File: config.mk
export PLATFORM = sky130hd
export DESIGN_NAME = tm_loader
export DESIGN_NICKNAME = d
export VERILOG_FILES = /design/src/rtl/tm_loader.sv
export SDC_FILE = /design/constraint.sdc
export NUM_CORES = 1
export LEC_CHECK = 0
export CAP_MARGIN = 30
export CELL_PAD_IN_SITES_DETAIL_PLACEMENT = 1
export CELL_PAD_IN_SITES_GLOBAL_PLACEMENT = 1
export CORE_MARGIN = 4
export CORE_UTILIZATION = 53
export DETAILED_ROUTE_END_ITERATION = 10
export DONT_BUFFER_PORTS = 1
export PLACE_DENSITY = 0.95
export SYNTH_ARGS = -nofsm -noshare
export SYNTH_HDL_FRONTEND = slang
export SYNTH_SLANG_ARGS = --single-unit
File: constraint.sdc
create_clock -name clk -period 4.6 [get_ports clk]
set_input_delay 0.46 -clock clk [delete_from_list [all_inputs] [get_ports clk]]
set_output_delay 0.46 -clock clk [all_outputs]
set_load 0.05 [all_outputs]
File: src/rtl/tm_loader.sv
// Turing machine loader: fills instruction memory and tape RAM from a word stream,
// then releases the machine (tm_run) once the last write has been presented.
`timescale 1ns/1ps
module tm_loader #(
  parameter int DATA_WIDTH    = 32,
  parameter int MEM_SIZE      = 14,
  parameter int INPT_MEM_SIZE = 14
) (
  input  logic                     clk,
  input  logic                     rst,
  input  logic                     load_start,
  input  logic                     in_valid,
  output logic                     in_ready,
  input  logic [DATA_WIDTH-1:0]    in_data,
  output logic                     inst_we,
  output logic [MEM_SIZE:0]        inst_waddr,
  output logic [DATA_WIDTH-1:0]    inst_wdata,
  output logic                     tape_we,
  output logic [INPT_MEM_SIZE-1:0] tape_waddr,
  output logic                     tape_wdata,
  output logic                     tm_run,
  output logic                     busy,
  output logic                     err
);

  localparam int HW = DATA_WIDTH / 2;
  localparam int IW = MEM_SIZE + 2;
  localparam int TW = INPT_MEM_SIZE + 1;
  localparam int BW = $clog2(DATA_WIDTH);
  localparam logic [31:0] INST_LIMIT = 32'd1 << (MEM_SIZE + 1);
  localparam logic [31:0] TAPE_LIMIT = 32'd1 << INPT_MEM_SIZE;

  // FLUSH holds the machine for the cycle in which the final instruction write is presented.
  typedef enum logic [2:0] {
    S_IDLE, S_HEADER, S_INST, S_FLUSH, S_TAPE_FETCH, S_TAPE_SHIFT, S_DONE, S_ERR
  } state_e;

  state_e                  state_q, state_d;
  logic [HW-1:0]           inst_cnt_q, inst_cnt_d;
  logic [HW-1:0]           tape_len_q, tape_len_d;
  logic [IW-1:0]           inst_idx_q, inst_idx_d;
  logic [TW-1:0]           tape_idx_q, tape_idx_d;
  logic [BW-1:0]           bit_cnt_q, bit_cnt_d;
  logic [DATA_WIDTH-1:0]   shift_q, shift_d;
  logic                    inst_we_q, inst_we_d;
  logic [MEM_SIZE:0]       inst_waddr_q, inst_waddr_d;
  logic [DATA_WIDTH-1:0]   inst_wdata_q, inst_wdata_d;

  logic                    xfer;
  logic [HW-1:0]           hdr_inst;
  logic [HW-1:0]           hdr_tape;

  assign in_ready = (state_q == S_HEADER) || (state_q == S_INST) || (state_q == S_TAPE_FETCH);
  assign xfer     = in_valid && in_ready;
  assign hdr_inst = in_data[DATA_WIDTH-1:HW];
  assign hdr_tape = in_data[HW-1:0];

  always_comb begin
    // NOTE: every signal driven here gets a default first, so no path can infer a latch.
    state_d      = state_q;
    inst_cnt_d   = inst_cnt_q;
    tape_len_d   = tape_len_q;
    inst_idx_d   = inst_idx_q;
    tape_idx_d   = tape_idx_q;
    bit_cnt_d    = bit_cnt_q;
    shift_d      = shift_q;
    inst_we_d    = 1'b0;
    inst_waddr_d = inst_waddr_q;
    inst_wdata_d = inst_wdata_q;
    tape_we      = 1'b0;
    tm_run       = 1'b0;
    busy         = 1'b1;
    err          = 1'b0;

    unique case (state_q)
      S_IDLE: begin
        busy = 1'b0;
        if (load_start) begin
          state_d    = S_HEADER;
          inst_idx_d = '0;
          tape_idx_d = '0;
        end
      end
      S_HEADER: begin
        if (xfer) begin
          inst_cnt_d = hdr_inst;
          tape_len_d = hdr_tape;
          if ((32'(hdr_inst) > INST_LIMIT) || (32'(hdr_tape) > TAPE_LIMIT)) begin
            state_d = S_ERR;
          end else if (hdr_inst != '0) begin
            state_d = S_INST;
          end else if (hdr_tape != '0) begin
            state_d = S_TAPE_FETCH;
          end else begin
            state_d = S_DONE;
          end
        end
      end
      S_INST: begin
        if (xfer) begin
          inst_we_d    = 1'b1;
          inst_waddr_d = inst_idx_q[MEM_SIZE:0];
          inst_wdata_d = in_data;
          inst_idx_d   = inst_idx_q + IW'(1);
          if (32'(inst_idx_q) + 32'd1 == 32'(inst_cnt_q)) begin
            state_d = (tape_len_q != '0) ? S_TAPE_FETCH : S_FLUSH;
          end
        end
      end
      S_FLUSH: begin
        state_d = S_DONE;
      end
      S_TAPE_FETCH: begin
        if (xfer) begin
          shift_d   = in_data;
          bit_cnt_d = '0;
          state_d   = S_TAPE_SHIFT;
        end
      end
      S_TAPE_SHIFT: begin
        tape_we    = 1'b1;
        shift_d    = shift_q >> 1;
        bit_cnt_d  = bit_cnt_q + BW'(1);
        tape_idx_d = tape_idx_q + TW'(1);
        // Reaching tape_len wins over the word boundary, dropping any unused tail bits.
        if (32'(tape_idx_q) + 32'd1 == 32'(tape_len_q)) begin
          state_d = S_DONE;
        end else if (bit_cnt_q == BW'(DATA_WIDTH - 1)) begin
          state_d = S_TAPE_FETCH;
        end
      end
      S_DONE: begin
        busy   = 1'b0;
        tm_run = !load_start;
        if (load_start) begin
          state_d    = S_HEADER;
          inst_idx_d = '0;
          tape_idx_d = '0;
        end
      end
      S_ERR: begin
        busy = 1'b0;
        err  = 1'b1;
        if (load_start) begin
          state_d    = S_HEADER;
          inst_idx_d = '0;
          tape_idx_d = '0;
        end
      end
      default: state_d = S_IDLE;
    endcase
  end

  assign tape_waddr = tape_we ? tape_idx_q[INPT_MEM_SIZE-1:0] : '0;
  assign tape_wdata = tape_we & shift_q[0];
  assign inst_we    = inst_we_q;
  assign inst_waddr = inst_waddr_q;
  assign inst_wdata = inst_wdata_q;

  always_ff @(posedge clk or negedge rst) begin
    // NOTE: state uses non-blocking assignments so every register samples pre-edge values.
    if (!rst) begin
      state_q      <= S_IDLE;
      inst_cnt_q   <= '0;
      tape_len_q   <= '0;
      inst_idx_q   <= '0;
      tape_idx_q   <= '0;
      bit_cnt_q    <= '0;
      shift_q      <= '0;
      inst_we_q    <= 1'b0;
      inst_waddr_q <= '0;
      inst_wdata_q <= '0;
    end else begin
      state_q      <= state_d;
      inst_cnt_q   <= inst_cnt_d;
      tape_len_q   <= tape_len_d;
      inst_idx_q   <= inst_idx_d;
      tape_idx_q   <= tape_idx_d;
      bit_cnt_q    <= bit_cnt_d;
      shift_q      <= shift_d;
      inst_we_q    <= inst_we_d;
      inst_waddr_q <= inst_waddr_d;
      inst_wdata_q <= inst_wdata_d;
    end
  end

endmodule

Yosys cells after proc, flatten, opt, wreduce, memory -nomap -nowiden --
Index checks and enable logic that the tools add are counted.
Word-level totals: register bits after elaboration 151, output and inout port bits 68, word-level logic and storage cells 81
Cells by class: add/subtract/negate cells 5, magnitude comparators 2, equal/unequal tests 16, muxes and demuxes 28, bitwise gates (word level) 1, reductions and logical operators 19
Operators by type and width (count):
- one-hot mux 32 bit (2 select lines) | 1
- nonzero test 16 bit | 3
- 2-to-1 mux 16 bit | 2
- 2-to-1 mux 32 bit | 1
- one-hot mux 16 bit (2 select lines) | 1
- 2-to-1 mux 3 bit | 10
- one-hot mux 15 bit (2 select lines) | 1
- one-hot mux 3 bit (6 select lines) | 1
- adder 16 x 1 -> 17 bit, second input constant | 1
- equality test 17 x 16 -> 1 bit | 1
- adder 15 x 1 -> 16 bit, second input constant | 1
- adder 16 x 1 -> 16 bit, second input constant | 1
- equality test 16 bit | 1
- > comparator 16 x 15 -> 1 bit, second input constant | 1
- > comparator 16 bit, second input constant | 1
- adder 15 x 1 -> 15 bit, second input constant | 1
- 2-to-1 mux 15 bit | 1
- 2-to-1 mux 14 bit | 1
- equality test 3 bit, second input constant | 4
- one-hot mux 5 bit (2 select lines) | 1
- AND reduction 2 bit | 4
- equality test 3 x 2 -> 1 bit, second input constant | 2
- 2-to-1 mux 1 bit | 6
- != test 2 bit, second input constant | 3
- other kinds (16) | 21

Longest topological paths before layout --
word-level depth 6, depth in mapped cells 11

Worst setup path after synthesis --
No wires, ideal clock.
kind flip-flop to flip-flop, from register inst_idx_q[0], to register state_q[1], data arrival time 2.539 ns, required time 4.477 ns, path slack 1.938 ns, stages on the path, launching flop included 10, buffers on the path 0, cells stage by stage dfrtp_1 -> ha_1 -> xor2_1 -> a211oi_1 -> o311ai_1 -> or4_1 -> a2111oi_0 -> a31o_2 -> o21ai_1 -> o221a_1
Between the ends: cells in the longest elaborated chain, start to end 4
Ends and longest elaborated chain:
- from (decl) | RTL line 41 | logic [IW-1:0] inst_idx_q, inst_idx_d;
- from (signal assigned) | RTL line 177 | inst_idx_q <= inst_idx_d;
- adder 16 x 1 -> 17 bit | RTL line 105 | if (32'(inst_idx_q) + 32'd1 == 32'(inst_cnt_q)) begin
- equality test 17 x 16 -> 1 bit | RTL line 105
- != test 2 x 1 -> 1 bit (no source line)
- AND reduction 6 bit (no source line)
- to (signal assigned) | RTL line 174 | state_q <= state_d;
- to (decl) | RTL line 38 | state_e state_q, state_d;
Every way passes these cells. A chain may end at the register's enable or synchronous reset.

Worst setup path in the final report --
from register tape_idx_q[0], to register state_q[1]
Between the ends: cells in the longest elaborated chain, start to end 4, elaborated cells between the ends (all ways) 6
Ends and longest elaborated chain:
- from (decl) | RTL line 42 | logic [TW-1:0] tape_idx_q, tape_idx_d;
- from (signal assigned) | RTL line 178 | tape_idx_q <= tape_idx_d;
- adder 15 x 1 -> 16 bit * | RTL line 126 | if (32'(tape_idx_q) + 32'd1 == 32'(tape_len_q)) begin
- equality test 16 bit * | RTL line 126
- != test 3 bit (no source line) or 2-to-1 mux 3 bit (tied branches)
- AND reduction 6 bit (no source line) or one-hot mux 3 bit (6 select lines) (tied branches)
Every way passes the cells marked *; elsewhere a longest branch is shown, timed or not.

==> results.yml <==
run_status:
  status: "finished clean"
logic_synthesis:
  avgSynthCellArea_um2: 9.19
  yosysTopAreaCellShare_pct: 49.1
  synth_top_flop_cell: "dfrtp_1"
  yosysTopAreaCell: "dfrtp_1"
  yosys_warnings: 0
  ys_ff_latch: 151
  synth_edf_count: 0
  synth_nets: 878
  yosysUniqueCellTypes: 62
  synth_area_um2: 7700
  synth_cells: 838
  ys_seq_area_share_pct: 49.1
  synth_area_leaders: "dfrtp_1 (49%), nand2_1 (10%), o21ai_0 (6.2%)"
  async_reset_ff_share_pct: 100
  ys_top_cells_by_count: "nand2_1 (207), dfrtp_1 (151), o21ai_0 (96)"
  yosysMostFrequentCell: "nand2_1"
worst_setup_path:
  critical_path_required_ps: 4960
  worstPathArrival_ps: 3380
  r2r_setup_slack_ps: 1580
  crit_path_max_fanout: 8
  critical_path_class: "reg -> reg"
  ff2ff_path_depth: 9
  r2r_start: "tape_idx_q[0]"
  cp-start-kind: "register"
  timing.rr.end: "state_q[1]"
  crit_path_end_kind: "register"
global_routing:
  grt_pass1_vias: 6846
  track_usage_pct: 29.2
  grt_first_pass_wirelength_um: 38100
  grt_max_degree: 152
  overflow: 0
  grt_antenna_before_repair: 0
pwr:
  leakage_nw: 3.73
  cellPowerDensity_nw_per_um2: 720
  p_sw_share_pct: 45.5
  clock_power_share_pct: 21.9
  p_sw_mw: 2.76
  power.internal_mw: 3.30
  pwr-share-comb_pct: 32.0
  ir_drop_mv: 0.492
  seq_power_share_pct: 46.1
route:
  firstDrtPassIters: 5
  routed_wl_um: 22800
  antenna_left: 0
  first_iter_violations: 527
  wl_per_cell_um: 22.7
  vias: 6336
  route.detailed.drc: 0
  avgViaCountPerCell: 6.30
floorplan:
  die_height_um: 129
  die_area_um2: 16500
  rows: 43
  io_pins: 104
  fp.dieW_um: 129
  core-area_um2: 14000
  start_util_pct: 54.9
place:
  gp_congestion: 0.917
  hpwl_um: 14900
  port_buffers: 0
clocking:
  clk_path_buf_depth: 2
  path_clk_slew_ps: 70
  worstSkewPairLatency_ps: 430
  clock-sinks: 151
  cts_buffers: 17
  cts_root_buf: "clkbuf_16"
  cts_tree: "done"
  h-tree-depth: 4
  postCtsSetupBuffers: 0
cells_and_area:
  fillers: 1574
  syn2layout_area_growth_pct: 9.16
  drive_above_1_share_pct: 11.3
  nets: 853
  antenna_cells: 0
timing:
  tns_ps: 0
  fmax_mhz: 331
  clock_skew_ps: 8.38
  holdWs_ps: 52.1
  setup_viol: 0
  worstMarginPinSlew_ps: 904
  min_period_ps: 3020
  slew_viol_final: 0
  finalCritPeriodShare_pct: 65.7
  slew-limit-headroom_pct: 39.7
  hold_viol: 0
  rsz0062_at_grt: "no"
flow_run:
  max-cap-violations: 0
hold_path:
  min_path_type: "in -> async"
## power groups by stage
stage	combinational, mW	sequential, mW	clock, mW
after CTS	1.87	2.82	1.34
after detailed placement	1.79	2.83	0
final	1.94	2.79	1.32
after global routing	2.16	2.85	1.40
after floorplan	1.47	2.59	0
after global placement	1.64	2.77	0
## registers in the layout (all words and copies together) (netlist names)
name        count
inst_cnt_q     16
inst_waddr     15
state_q         3
tape_idx_q     15
inst_idx_q     16
bit_cnt_q       5
tape_len_q     16
inst_we         1
inst_wdata     32
shift_q        32
## final cells by class
type                            count  area (um2)  area share [%]
Clock buffer                       20         467            5.55
Clock inverter                     12        91.3            1.09
Inverter                           10        37.5           0.446
Multi-Input combinational cell    620        3670            43.7
Sequential cell                   151        3780            44.9
Tap cell                          180         225            2.68
Timing Repair Buffer               13         138            1.64
## worst max-delay path, cell delays in order, from the launching register on
cell and delay (ps):
dfrtp_1 450, ha_1 330, nand3_1 280, or4_1 610, or4b_1 530, o211ai_2 70
a22o_1 160, nand3_2 90, a21oi_1 230, o221a_1 210
## stage by stage
stage	cell area (um2)	instances	util, %	setup slack [ps]	total power, mW
after CTS	8380	1005	59.7	1530	6.03
after global routing	8410	1006	59.9	1370	6.42
after floorplan	7700	838	-	1940	4.06
final	8410	1006	59.9	1580	6.05
after global placement	7780	970	55.4	1630	4.41
after detailed placement	7790	972	55.5	1620	4.62
## worst max-delay path by stage
stage / startpoint / end / slack, ps / cells after the start
final: tape_idx_q[0] / state_q[1] / 1580 / 9
after global routing: inst_idx_q[0] / state_q[1] / 1370 / 9
after CTS: state_q[0] / tape_we / 1530 / 4
after detailed placement: inst_idx_q[0] / state_q[1] / 1620 / 9
after global placement: inst_idx_q[0] / state_q[1] / 1630 / 9
after floorplan: inst_idx_q[0] / state_q[1] / 1940 / 9
## layout by cell type, fill, tap and decap left out, types with 3 or more instances in the layout
master,count
nor2b_1,5
a21oi_1,17
nor2_1,42
nand2b_1,3
nand4_1,14
o21ai_0,95
buf_4,11
mux2_2,33
xor2_1,12
inv_1,7
xnor2_1,30
clkinv_2,3
mux2i_1,34
inv_6,3
clkbuf_16,17
o31ai_1,8
a31oi_1,6
o21a_1,3
clkinvlp_4,4
ha_1,4
and2_1,4
nor3_1,8
and3_1,20
dfrtp_1,151
o211ai_1,3
nand3_1,10
nand2_1,207
clkbuf_8,3
nor4_1,13
a22o_1,5
## timing repair
item                      CTS  global route
resized for setup           0             0
hold buffers                1             0
hold endpoints to repair  151             0
## routing by layer
metal | vias up | routed length [um] | track usage, %
li1 | 2838 | - | -
met1 | 3269 | 9670 | 39.1
met2 | 188 | 11400 | 48.2
met3 | 41 | 1240 | 5.48
met4 | 0 | 516 | 9.94
met5 | - | 0 | 0
## kinds of logic after synthesis
group / Yosys count / share of synthesized area (%)
muxes: 67 / 9.24
xor gates and xnor gates: 42 / 4.78
and+or+nand+nor: 345 / 20.2
AOI/OAI and AO/OA: 162 / 12.5
buffers and inverters: 67 / 3.62
adders and majority gates: 4 / 0.650
DFF: 151 / 49.1
No activity file was read; power rests on OpenSTA's default activity.
